## src/rtl/demux_dispatch_ctrl.sv

```systemverilog
// ============================================================================
//  Module      : demux_dispatch_ctrl
//  Description : FIFO-buffered dispatcher steering tagged words to one of two
//                sinks through a shared 2-line demux, valid/ready per sink.
//                Optional per-word stall timeout: DISPATCH_TIMEOUT_EN.
//  Revision    : 1.0 - initial release
// ============================================================================
`default_nettype none

module demux_dispatch_ctrl #(
    parameter int WIDTH   = 8,
    parameter int DEPTH   = 4,
    parameter int TIMEOUT = 15
) (
    input  logic                     clk,
    input  logic                     clr,
    input  logic [WIDTH-1:0]         in_data,
    input  logic                     in_dest,
    input  logic                     in_valid,
    output logic                     in_ready,
    output logic [WIDTH-1:0]         dmx_data,
    output logic                     sel,
    output logic                     out0_valid,
    input  logic                     out0_ready,
    output logic                     out1_valid,
    input  logic                     out1_ready,
    output logic [$clog2(DEPTH):0]   count,
    output logic                     busy,
    output logic                     drop
);

    localparam int c_aw = $clog2(DEPTH);
    localparam int c_cw = c_aw + 1;

    typedef enum logic [0:0] {
        ST_IDLE    = 1'b0,
        ST_PRESENT = 1'b1
    } state_t;

    state_t             r_state;
    state_t             w_state_next;

    logic [WIDTH:0]     r_mem [DEPTH];
    logic [c_aw-1:0]    r_wr_ptr;
    logic [c_aw-1:0]    r_rd_ptr;
    logic [c_cw-1:0]    r_count;
    logic [c_cw-1:0]    w_count_next;
    logic               r_in_ready;
    logic [WIDTH-1:0]   r_dmx_data;
    logic               r_sel;

    logic               w_push;
    logic               w_pop;
    logic               w_present;
    logic               w_sel_ready;
    logic               w_done;
    logic               w_timeout;
    logic               w_release;
    logic [WIDTH:0]     w_head;

    assign w_present   = (r_state == ST_PRESENT);
    assign w_sel_ready = r_sel ? out1_ready : out0_ready;
    assign w_done      = w_present & w_sel_ready;
    assign w_release   = w_done | w_timeout;
    assign w_push      = in_valid & r_in_ready;
    // A pop happens when idle with data, or on the same edge the current word leaves.
    assign w_pop       = (r_count != '0) & (~w_present | w_release);
    assign w_head      = r_mem[r_rd_ptr];

`ifdef DISPATCH_TIMEOUT_EN
    localparam int c_sw = $clog2(TIMEOUT + 1);

    logic [c_sw-1:0]    r_stall;

    assign w_timeout = w_present & ~w_sel_ready & (r_stall == c_sw'(TIMEOUT));

    always_ff @(posedge clk or posedge clr) begin
        if (clr) begin
            r_stall <= '0;
        end else if (w_release || w_pop) begin
            r_stall <= '0;
        end else if (w_present) begin
            r_stall <= r_stall + c_sw'(1);
        end
    end
`else
    logic               w_unused_timeout;

    assign w_timeout        = 1'b0;
    assign w_unused_timeout = (TIMEOUT > 0);
`endif

    always_comb begin
        w_count_next = r_count;
        case ({w_push, w_pop})
            2'b10:   w_count_next = r_count + c_cw'(1);
            2'b01:   w_count_next = r_count - c_cw'(1);
            default: w_count_next = r_count;
        endcase
    end

    always_ff @(posedge clk or posedge clr) begin
        if (clr) begin
            r_state <= ST_IDLE;
        end else begin
            r_state <= w_state_next;
        end
    end

    always_comb begin
        w_state_next = r_state;
        case (r_state)
            ST_IDLE: begin
                if (r_count != '0) begin
                    w_state_next = ST_PRESENT;
                end
            end
            ST_PRESENT: begin
                if (w_release && (r_count == '0)) begin
                    w_state_next = ST_IDLE;
                end
            end
            default: w_state_next = ST_IDLE;
        endcase
    end

    always_ff @(posedge clk or posedge clr) begin
        if (clr) begin
            r_wr_ptr   <= '0;
            r_rd_ptr   <= '0;
            r_count    <= '0;
            r_in_ready <= 1'b1;
            r_dmx_data <= '0;
            r_sel      <= 1'b0;
        end else begin
            r_count    <= w_count_next;
            // Registered so the producer never sees a combinational path from sink ready.
            r_in_ready <= (w_count_next != c_cw'(DEPTH));
            if (w_push) begin
                r_wr_ptr <= r_wr_ptr + c_aw'(1);
            end
            if (w_pop) begin
                r_rd_ptr   <= r_rd_ptr + c_aw'(1);
                r_dmx_data <= w_head[WIDTH-1:0];
                r_sel      <= w_head[WIDTH];
            end
        end
    end

    always_ff @(posedge clk) begin
        if (w_push) begin
            r_mem[r_wr_ptr] <= {in_dest, in_data};
        end
    end

    assign in_ready   = r_in_ready;
    assign dmx_data   = r_dmx_data;
    assign sel        = r_sel;
    assign out0_valid = w_present & ~r_sel;
    assign out1_valid = w_present &  r_sel;
    assign count      = r_count;
    assign busy       = w_present | (r_count != '0);
    assign drop       = w_timeout;

endmodule

`default_nettype wire

```

## config.mk

```make
export PLATFORM = sky130hd
export DESIGN_NAME = demux_dispatch_ctrl
export DESIGN_NICKNAME = d
export VERILOG_FILES = /design/src/rtl/demux_dispatch_ctrl.sv
export SDC_FILE = /design/constraint.sdc
export NUM_CORES = 1
export LEC_CHECK = 0
export ABC_AREA = 1
export CORE_MARGIN = 4
export CORE_UTILIZATION = 59
export CTS_CLUSTER_DIAMETER = 80
export DETAILED_ROUTE_END_ITERATION = 16
export HOLD_SLACK_MARGIN = 0.12
export PLACE_DENSITY = 0.84
export SETUP_SLACK_MARGIN = 0.5
export SYNTH_ARGS = -nofsm -noshare
export SYNTH_HDL_FRONTEND = slang
export SYNTH_SLANG_ARGS = --single-unit
```

## constraint.sdc

```tcl
create_clock -name clk -period 4 [get_ports clk]
set_input_delay 0.4 -clock clk [delete_from_list [all_inputs] [get_ports clk]]
set_output_delay 0.4 -clock clk [all_outputs]
set_load 0.01 [all_outputs]
```

After elaboration in Yosys (flattened, before gate mapping)
Memories as Yosys holds them, arrays and structs flattened. A register that Yosys moved wholly into a read port is not among the register bits. Index checks and enable logic that the tools add are counted.

Register bits: 9. Output and inout port bits: 17. Memories: 1. Bits in read-only memories: 0. Input port bits: 14. Bits in latches: 0. Memory bits (writable): 36. Word-level logic and storage cells: 32.

Memory list: r_mem (depth 4, width 9, read ports 1, clocked after memory_dff 1, write ports 1, line 43) `logic [WIDTH:0] r_mem [DEPTH];`.

Add/subtract/negate cells: 4. Reductions and logical operators: 3. $lt $le $gt $ge: 0. Shift-type cells: 0. Divide/modulo/power cells: 0. Mux-type cells: 7. Multipliers: 0. Eq/ne operators: 3. Bitwise logic cells: 9.

Operators by type and width (count): one-hot mux 3 bit (2 select lines) (1); bitwise AND 1 bit (5); two-way mux 1 bit (5); adder 2 x 1 -> 2 bit, second input constant (2); adder 3 x 1 -> 3 bit, second input constant (1); logical NOT 3 bit (1); inequality test 3 bit, second input constant (1); nonzero test 3 bit (1); subtractor 3 x 1 -> 3 bit, second input constant (1); == test 2 x 1 -> 1 bit, second input constant (1); == test 2 bit, second input constant (1); NOT 1 bit (2); bitwise OR 1 bit (2); one-hot mux 1 bit (2 select lines) (1); logical AND 1 bit (1).

Longest topological paths before layout
Gate-level depths: netlist (run 1).

Word-level depth: 7. Depth in mapped cells: 13. Gate-level depth less buffers: 13.

Worst setup path before layout (run 1)
OpenSTA, ideal clock, no wires.

Path type: reg2reg. From: reg r_count[0], in the netlist count[0]. To: reg r_in_ready, in the netlist in_ready. Library setup time: 0.060 ns. Path buffers: 0. Arrival time: 1.844 ns. Period minus slack after synthesis: 1.904 ns. Cell stages (with the launch flop): 11. Required time: 3.940 ns. Setup slack: 2.096 ns. Cells stage by stage: dfrtp_1 -> inv_1 -> nand3_2 -> inv_1 -> nor2_8 -> ha_1 -> inv_1 -> fa_1 -> o21ai_0 -> nor2_1 -> nand2_1.

Word-level cells in the longest chain between the ends: 5. Elaborated cells on any way between the ends: 8. Those cells by class: add/sub (2); eq/ne (3); mux (1); bitwise (1); reduce/logical (1).

Ends and longest elaborated chain: from (decl) (line 46) `logic [c_cw-1:0] r_count;`; from (signal assigned) (line 136) `r_count <= w_count_next;`; nonzero test 3 bit * (line 67) `assign w_pop = (r_count != '0) & (~w_present | w_release);`; bitwise AND 1 bit * (line 67); via w_pop (line 53) `logic w_pop;`; == test 2 x 1 -> 1 bit / == test 2 bit (equally long branches) (line 95) `case ({w_push, w_pop})`; one-hot mux 3 bit (2 select lines) * (line 95); via w_count_next[1] (line 47) `logic [c_cw-1:0] w_count_next;`; inequality test 3 bit * (line 138) `r_in_ready <= (w_count_next != c_cw'(DEPTH));`; to (signal assigned) (line 138); to (decl) (line 48) `logic r_in_ready;`.

The timed path passes the listed nets; every way through them passes the cells marked *. A chain may end at the register's enable or synchronous reset.

Worst setup path after layout (run 1)
From: reg r_count[0], in the netlist count[0]. To: out busy.

Word-level cells in the longest chain between the ends: 2.

Ends and longest elaborated chain: nonzero test 3 bit (line 162) `assign busy = w_present | (r_count != '0);`; bitwise OR 1 bit (line 162); to (decl) (line 28) `output logic busy,`.

Every way passes these cells.

==> results.py, run 1 <==
metrics = {
    "die": {
        "initial_core_util": 0.610,
        "dieArea_um2": 5230,
        "die_height_um": 72.3,
        "num_rows": 23,
        "core_area_um2": 4000,
        "ioPinCount": 31,
        "die_x_um": 72.3,
    },
    "worst_setup_path": {
        "path_buf_inv": 3,
        "reg2regPathDepth": 10,
        "cp_cell_sequence": "inv_1 > nand3_2 > inv_1 > nand2_1 > clkdlybuf4s50_1",
        "cpMostUsedCell": "inv_1",
        "worstPathArrival_ns": 1.71,
        "cpPeakStageDelay_ns": 0.48,
        "setup.worst_path.start": "count[0]$_DFF_PP0_",
        "crit_slowest_cell": "clkdlybuf4s50_1",
        "path_max_fanout": 4,
        "cp.required_ns": 3.60,
        "crit_path_end": "busy",
        "worstSetupPathType": "reg -> out",
        "cp.depth": 5,
        "start_kind": "register",
        "r2r_end": "in_ready$_DFF_PP1_",
        "crit_family": "buffers and inverters",
        "reg2reg_setup_slack_ns": 1.95,
        "r2r_start": "count[0]$_DFF_PP0_",
        "worst_setup_path_end_kind": "primary output",
    },
    "place": {
        "place_congestion": 0.718,
        "port_buffers": 29,
        "dp_hpwl_mm": 3.02,
    },
    "routing": {
        "routed_wl_mm": 4.40,
        "vias": 1651,
        "drtIter0Drc": 110,
        "wire_per_inst_um": 13.2,
        "antenna_left": 0,
        "drcViolationCount": 0,
        "routed_via_density": 4.94,
        "drtPass1Iterations": 5,
    },
    "logic_synthesis": {
        "synth_top_area_frac": 0.443,
        "synth_nets": 273,
        "netlist_area_um2": 2440,
        "synth_area_leaders": "edfxtp_1 (44%), dfrtp_1 (17%), nand2_1 (14%)",
        "synthCells": 253,
        "ys_ff_latch": 54,
        "yosys_warnings": 0,
        "synth_top_cell_by_area": "edfxtp_1",
        "ys_types": 23,
        "seq_area_frac_synth": 0.629,
        "syn_avg_cell_area_um2": 9.64,
    },
    "sta": {
        "period_needed_ns": 2.11,
        "rsz0062_at_grt": "no",
        "slew_headroom": 0.351,
        "max_freq_mhz": 474,
        "fin_worst_skew_ns": 0.00942,
        "setup_viol": 0,
        "maxSlewViolCount": 0,
        "finalHoldViolCount": 0,
        "min_period_over_period": 0.527,
        "fin_tns_setup_ns": 0,
        "worstMarginPinSlew_ns": 0.970,
    },
    "power_and_ir_drop": {
        "p_leak_nw": 1.40,
        "intPower_mw": 1.38,
        "power.share.clock": 0.190,
        "ir_drop_mv": 0.423,
        "p_switching_mw": 0.816,
        "switching_share": 0.372,
        "p_seq_frac": 0.409,
        "power.total_mw": 2.19,
        "pwr-share-comb": 0.401,
        "p_per_area_nw_per_um2": 760,
    },
    "clock_tree": {
        "cts_resized": 0,
        "root_buffer": "clkbuf_8",
        "numCtsBuffers": 5,
        "path_clk_slew_ns": 0.09,
        "cts_setup_buffers": 0,
        "worst_skew_pair.late_latency_ns": 0.31,
        "ctsHoldBuffers": 0,
        "clock-sinks": 54,
        "htree_levels": 2,
        "cts_max_path_buffers": 2,
        "cts_tree": "built",
    },
    "final_layout": {
        "fin_nets": 303,
        "area_delta_synth_final_pct": 18.3,
        "n_antenna_cell": 0,
        "drive_above_1_share": 0.0493,
    },
    "global_route": {
        "grt_usage": 0.192,
        "grt_pass1_vias": 1612,
        "antenna_found_initial": 0,
        "overflow": 0,
        "grt_start_max_net_pins": 22,
        "grt_pass1_wl_mm": 7.27,
    },
    "worst_hold_path": {
        "hp-class": "in -> async",
    },
    "job": {
        "drv_cap": 0,
    },
    "outcome": {
        "outcome": "completed",
    },
}
## stage by stage
stage	hold slack [ns]	utilization	setup WS [ns]	std cells	cell area (µm²)
floorplan	0.338	-	2.10	253	2440
global placement	0.464	0.688	1.70	326	2750
detailed placement	0.470	0.688	1.61	326	2750
CTS	0.492	0.721	1.87	334	2890
global route	0.510	0.721	1.72	334	2890
finish	0.486	0.721	1.89	334	2890
## registers in the layout (all words and copies together), names as in the netlist
register and flops:
r_mem 36, sel 1, in_ready 1, dmx_data 8, r_state 1, r_wr_ptr 2
count 3, r_rd_ptr 2
## cell families after synthesis
logic type,synth area share
AOI/OAI and AO/OA,0.00410
xor gates and xnor gates,0.0108
adders and majority gates,0.0339
buffers and inverters,0.104
DFF,0.629
other,0.00154
and+or+nand+nor,0.218
## cell usage in the layout, fill, tap and decap left out
master / synthesis / final
bufinv_16: 0 / 2
fa_1: 1 / 1
clkinv_1: 1 / 2
nand3_2: 2 / 2
o21ai_0: 1 / 1
clkdlybuf4s50_1: 0 / 29
clkbuf_8: 0 / 5
xnor2_1: 1 / 1
dfstp_2: 1 / 1
nand2_2: 2 / 2
nor2_8: 1 / 1
nor2_1: 7 / 7
a21oi_1: 1 / 1
nand4_1: 1 / 1
nand3_1: 23 / 23
dfrtp_1: 17 / 17
inv_2: 1 / 1
ha_1: 5 / 5
nand2_1: 88 / 88
inv_1: 55 / 55
conb_1: 1 / 1
xor2_1: 2 / 2
edfxtp_1: 36 / 36
## synthesized netlist by cell type
cell       n
nand2_1   88
inv_1     55
edfxtp_1  36
nand3_1   23
dfrtp_1   17
nor2_1     7
ha_1       5
buf_2      4
nand2_2    2
nand3_2    2
xor2_1     2
a21oi_1    1
buf_4      1
buf_6      1
clkinv_1   1
conb_1     1
dfstp_2    1
fa_1       1
inv_2      1
nand4_1    1
nor2_8     1
o21ai_0    1
xnor2_1    1
## area by class of cell
class | count | area, µm²
Sequential cell | 54 | 1530
Clock buffer | 5 | 68.8
Multi-Input combinational cell | 136 | 653
Tap cell | 50 | 62.6
Clock inverter | 3 | 63.8
Timing Repair Buffer | 29 | 290
Fill cell | 282 | 1110
Inverter | 57 | 214
## layer usage
metal | vias to the layer above | global-route usage | part of all wire
met2 | 34 | 0.364 | 0.56
met5 | - | 0 | 0
met3 | 7 | 0.0457 | 0.046
li1 | 826 | - | -
met1 | 784 | 0.196 | 0.38
met4 | 0 | 0.0856 | 0.020
## how the worst min path moves through the flow
stage | to | slack, ns
6_report | r_wr_ptr[0]$_DFFE_PP0P_ | 0.49
5_1_grt | dmx_data[3]$_DFFE_PP0P_ | 0.51
4_1_cts | dmx_data[1]$_DFFE_PP0P_ | 0.49
3_5_place_dp | dmx_data[1]$_DFFE_PP0P_ | 0.47
3_3_place_gp | dmx_data[7]$_DFFE_PP0P_ | 0.46
2_1_floorplan | count[0]$_DFF_PP0_ | 0.34
## power groups by stage
| stage | Combinational, mW | Sequential, mW | Clock, mW |
|---|---|---|---|
| 3_3_place_gp | 0.841 | 0.903 | 0 |
| 6_report | 0.880 | 0.897 | 0.417 |
| 3_5_place_dp | 0.886 | 0.908 | 0 |
| 2_1_floorplan | 0.598 | 0.880 | 0 |
| 5_1_grt | 0.998 | 0.918 | 0.452 |
| 4_1_cts | 0.891 | 0.896 | 0.422 |
No activity file was read; power rests on OpenSTA's default activity.
==> run 2: changes to the inputs <==
Settings changed: CORE_UTILIZATION 59 to 54, PLACE_DENSITY 0.84 to 0.78.
Clock period 4 ns to 2.1 ns, I/O delays scaled along.
==> results.py, run 2 (synthesis gave the netlist of run 1 again) <==
metrics = {
    "worst_setup_path": {
        "worstPathArrival_ns": 1.99,
        "start_kind": "register",
        "cp.required_ns": 2.35,
        "cpPeakStageDelay_ns": 0.47,
        "reg2regPathDepth": 10,
        "crit_slowest_cell": "dfrtp_2",
        "worst_setup_path_end_kind": "register",
        "cp_cell_sequence": "inv_2 > nand3_2 > nand2_4 > nor2_8 > ha_4 > inv_2 > fa_2 > o21ai_2 > nor2_1 > nand2_1",
        "worstSetupPathType": "reg -> reg",
        "cpMostUsedCell": "inv_2",
        "path_max_fanout": 7,
    },
    "final_layout": {
        "final_cell_mix": "nand2_1 (86), inv_1 (48), edfxtp_1 (36)",
        "nFillCells": 323,
        "fin_util": 0.709,
        "largest_reg_flops": 36,
        "multi_input_area_um2": 704,
        "drive_above_1_share": 0.180,
        "fin_nets": 324,
        "area_delta_synth_final_pct": 26.7,
        "layout.area.seq_um2": 1540,
        "largest-register": "r_mem",
        "n_antenna_cell": 0,
        "final_common_cell": "nand2_1",
    },
    "power_and_ir_drop": {
        "intPower_mw": 2.80,
        "p_per_area_nw_per_um2": 1450,
        "p_switching_mw": 1.66,
        "ir_drop_mv": 0.626,
        "p_seq_frac": 0.378,
        "power.share.clock": 0.158,
        "pwr-share-comb": 0.464,
        "switching_share": 0.372,
        "p_leak_nw": 1.50,
    },
    "job": {
        "drv_cap": 0,
    },
    "die": {
        "initial_core_util": 0.560,
        "die_height_um": 75.2,
        "ioPinCount": 31,
        "core_area_um2": 4350,
        "die_x_um": 75.2,
        "num_rows": 24,
        "dieArea_um2": 5660,
    },
    "global_route": {
        "antenna_found_initial": 0,
        "grt_start_max_net_pins": 20,
        "overflow": 0,
        "grt_pass1_wl_mm": 7.44,
        "grt_pass1_vias": 1634,
        "grt_usage": 0.181,
    },
    "routing": {
        "routed_wl_mm": 4.55,
        "drtIter0Drc": 37,
        "wire_per_inst_um": 12.7,
        "drcViolationCount": 0,
        "antenna_left": 0,
        "routed_via_density": 4.76,
        "vias": 1700,
        "drtPass1Iterations": 4,
    },
    "clock_tree": {
        "cts_max_path_buffers": 2,
        "clock-sinks": 54,
        "ctsHoldBuffers": 0,
        "htree_levels": 2,
        "numCtsBuffers": 5,
        "root_buffer": "clkbuf_8",
        "path_clk_slew_ns": 0.09,
        "worst_skew_pair.late_latency_ns": 0.30,
        "cts_tree": "built",
    },
    "sta": {
        "worstMarginPinSlew_ns": 0.565,
        "max_freq_mhz": 575,
        "slew_headroom": 0.623,
        "min_period_over_period": 0.829,
        "period_needed_ns": 1.74,
        "fin_hold_ws_ns": 0.251,
        "rsz0062_at_grt": "yes",
        "maxSlewViolCount": 0,
        "setup_viol": 0,
        "fin_tns_setup_ns": 0,
        "finalHoldViolCount": 0,
        "fin_worst_skew_ns": 0.00829,
    },
    "place": {
        "port_buffers": 29,
        "dp_hpwl_mm": 3.04,
        "place_congestion": 0.769,
    },
    "outcome": {
        "outcome": "completed",
    },
    "worst_hold_path": {
        "hp-class": "in -> async",
    },
}
[run 2: layer usage]
metal / vias to the layer above / GRT usage / part of all wire
met5: - / 0 / 0
met4: 0 / 0.0641 / 0.017
met3: 8 / 0.0401 / 0.044
met2: 30 / 0.334 / 0.54
met1: 792 / 0.205 / 0.40
li1: 870 / - / -
[run 2: through the flow]
step	setup WS (ns)	instances	instance area [µm²]	power, mW
4_1_cts	0.380	350	3020	4.38
3_3_place_gp	0.135	336	2860	3.53
6_report	0.360	357	3090	4.47
5_1_grt	0.232	357	3090	4.84
2_1_floorplan	0.375	253	2480	2.93
3_5_place_dp	0.0949	336	2860	3.60
[run 2: final cells by class]
| class | instances | area share |
|---|---|---|
| clock buffers | 7 | 0.0279 |
| multi-input cells | 136 | 0.228 |
| inverters | 57 | 0.0713 |
| well taps | 52 | 0.0211 |
| clock inverters | 1 | 0.00972 |
| repair buffers | 50 | 0.145 |
| flip-flops and latches | 54 | 0.497 |
[run 2: path summary, 6_finish.rpt]
kind                                      endpoint  slack (ns)                     from
max                             in_ready$_DFF_PP1_        0.36          sel$_DFFE_PP0P_
min                        dmx_data[7]$_DFFE_PP0P_        0.25                      clr
max reg2reg                     in_ready$_DFF_PP1_        0.36          sel$_DFFE_PP0P_
min reg2reg                dmx_data[7]$_DFFE_PP0P_        0.49  dmx_data[7]$_DFFE_PP0P_
max in group asynchronous  r_rd_ptr[1]$_DFFE_PP0P_        1.33                      clr
min in group clk           dmx_data[7]$_DFFE_PP0P_        0.49  dmx_data[7]$_DFFE_PP0P_
[run 2: what timing repair did]
action / 4_1_cts / 5_1_grt
pin swaps: 6 / 10
setup endpoints to repair: 6 / 15
setup buffers: 6 / 7
resized for setup: 4 / 9
endpoints found under the hold margin: 0 / 0
[run 2: power groups by stage]
stage	combinational (mW)	clock, mW	sequential [mW]
final	2.07	0.706	1.69
after global placement	1.82	0	1.71
after CTS	1.97	0.717	1.69
after floorplan	1.24	0	1.69
after global routing	2.36	0.758	1.72
after detailed placement	1.88	0	1.71
[run 2: worst max-delay path, delay by kind of cell (launching register included)]
family	cells	cell delay (ns)
compound gates	1	0.14
fa+ha+maj	2	0.59
buf+inv	2	0.14
flops	1	0.47
simple gates	5	0.34
==> run 3: changes to the inputs <==
Clock period 2.1 ns to 1.7 ns, I/O delays scaled along.
==> results.py, run 3 (synthesis gave the netlist of run 1 again) <==
metrics = {
    "outcome": {
        "outcome": "complete, but fails checks",
        "violations": "setup timing",
    },
    "routing": {
        "routed_wl_mm": 5.55,
        "wire_per_inst_um": 14.8,
        "drcViolationCount": 0,
        "routed_via_density": 4.92,
        "antenna_left": 0,
        "vias": 1844,
        "drtPass1Iterations": 4,
        "drtIter0Drc": 105,
    },
    "worst_setup_path": {
        "path_buf_inv": 2,
        "worst_setup_path_end_kind": "register",
        "start_kind": "register",
        "worstPathArrival_ns": 2.10,
        "worstSetupPathType": "reg -> reg",
        "cpPeakStageDelay_ns": 0.53,
        "cp_cell_sequence": "inv_2 > nand3_2 > nand2_4 > nor2_8 > ha_4 > inv_4 > fa_2 > o21ai_2 > nor2_1 > nand2_2",
        "crit_family": "adder cells",
        "crit_slowest_cell": "fa_2",
        "path_max_fanout": 4,
        "cp.required_ns": 1.95,
    },
    "sta": {
        "min_period_over_period": 1.09,
        "period_needed_ns": 1.85,
        "fin_tns_setup_ns": -0.230,
        "setup_viol": 2,
        "fin_ws_ns": -0.152,
        "maxSlewViolCount": 0,
        "rsz0062_at_grt": "yes",
        "max_freq_mhz": 540,
        "fin_worst_skew_ns": 0.0135,
        "finalHoldViolCount": 0,
    },
    "final_layout": {
        "final_cell_mix": "nand2_1 (69), inv_1 (45), edfxtp_1 (36)",
        "nFillCells": 252,
        "final_common_cell": "nand2_1",
        "drive_above_1_share": 0.331,
        "fin_nets": 342,
        "fin_util": 0.784,
        "n_antenna_cell": 0,
        "area_delta_synth_final_pct": 40.0,
        "largest_reg_flops": 36,
        "largest-register": "r_mem",
    },
    "power_and_ir_drop": {
        "pwr-share-comb": 0.545,
        "intPower_mw": 3.81,
        "p_leak_nw": 1.63,
        "switching_share": 0.399,
        "p_switching_mw": 2.53,
        "power.share.clock": 0.132,
        "p_seq_frac": 0.324,
        "ir_drop_mv": 0.783,
        "power.total_mw": 6.34,
        "p_per_area_nw_per_um2": 1860,
    },
    "die": {
        "die_height_um": 75.2,
        "ioPinCount": 31,
        "num_rows": 24,
        "core_area_um2": 4350,
        "initial_core_util": 0.560,
        "dieArea_um2": 5660,
        "die_x_um": 75.2,
    },
    "job": {
        "drv_cap": 0,
    },
    "place": {
        "dp_hpwl_mm": 2.93,
        "place_congestion": 0.772,
        "port_buffers": 29,
    },
    "clock_tree": {
        "path_clk_slew_ns": 0.10,
        "cts_max_path_buffers": 2,
        "htree_levels": 2,
        "cts_tree": "built",
        "root_buffer": "clkbuf_8",
        "numCtsBuffers": 5,
        "clock-sinks": 54,
        "worst_skew_pair.late_latency_ns": 0.31,
    },
    "global_route": {
        "grt_usage": 0.206,
        "overflow": 0,
        "grt_pass1_vias": 1743,
        "antenna_found_initial": 0,
        "grt_start_max_net_pins": 20,
        "grt_pass1_wl_mm": 8.40,
    },
    "worst_hold_path": {
        "hp-class": "reg -> reg",
    },
}
-- run 3: changes by cell type in the layout (fill, tap and decap cells not counted), moves of 5 or more --
cell	change
nor2_4	+5
buf_2	+6
buf_6	+14
nor2_1	-5
nand2_2	+14
clkdlybuf4s15_1	+6
clkdlybuf4s50_1	-12
nand2_1	-17
-- run 3: cell type report --
cell class,count,area (µm²),area share
Clock buffer,5,68.8,0.0202
Clock inverter,3,40.0,0.0117
Inverter,57,225,0.0660
Multi-Input combinational cell,137,858,0.251
Sequential cell,54,1540,0.450
Tap cell,52,65.1,0.0191
Timing Repair Buffer,67,621,0.182
-- run 3: final timing paths --
kind	start	to	slack, ns	depth (start not counted)
max	sel$_DFFE_PP0P_	in_ready$_DFF_PP1_	-0.15	10
max reg2reg	sel$_DFFE_PP0P_	in_ready$_DFF_PP1_	-0.15	10
min in group asynchronous	clr	count[1]$_DFF_PP0_	0.68	3
max in group asynchronous	clr	r_rd_ptr[0]$_DFFE_PP0P_	0.60	4
min	dmx_data[1]$_DFFE_PP0P_	dmx_data[1]$_DFFE_PP0P_	0.48	2
min reg2reg	dmx_data[1]$_DFFE_PP0P_	dmx_data[1]$_DFFE_PP0P_	0.48	2
-- run 3: power groups by stage --
stage	clock network [mW]	registers, mW	logic [mW]
floorplan	0	2.09	1.57
global placement	0	2.04	2.43
detailed placement	0	2.05	2.51
CTS	0.842	2.02	2.78
global route	0.909	2.09	3.78
finish	0.835	2.05	3.45
-- run 3: per-stage QoR --
step	cells	cell area, µm²	hold WS (ns)	worst slack, ns
after floorplan	253	2510	0.108	-0.0237
after global placement	340	2920	0.436	-0.229
after detailed placement	340	2920	0.443	-0.269
after CTS	365	3210	0.484	0.0263
after global routing	375	3410	0.490	-0.222
final	375	3410	0.480	-0.152
-- run 3: metal layers --
| layer | GRT usage | wire length (µm) | part of all wire | vias to the layer above |
|---|---|---|---|---|
| li1 | - | - | - | 908 |
| met1 | 0.249 | 2180 | 0.39 | 867 |
| met2 | 0.365 | 2900 | 0.52 | 50 |
| met3 | 0.0414 | 291 | 0.052 | 19 |
| met4 | 0.0777 | 180 | 0.032 | 0 |
| met5 | 0 | 0 | 0 | - |
-- run 3: what timing repair did --
action,in CTS,in global routing
hold buffers,1,0
setup endpoints to repair,66,70
endpoints found under the hold margin,6,0
pin swaps,12,15
resized for setup,59,48
buffers inserted,14,9
cloned,2,1
-- run 3: worst reg2reg max path, stage by stage (launching register included) --
cell,delay (ns)
dfrtp_2,0.43
inv_2,0.06
nand3_2,0.09
nand2_4,0.07
nor2_8,0.11
ha_4,0.15
inv_4,0.04
fa_2,0.53
o21ai_2,0.06
nor2_1,0.18
nand2_2,0.06
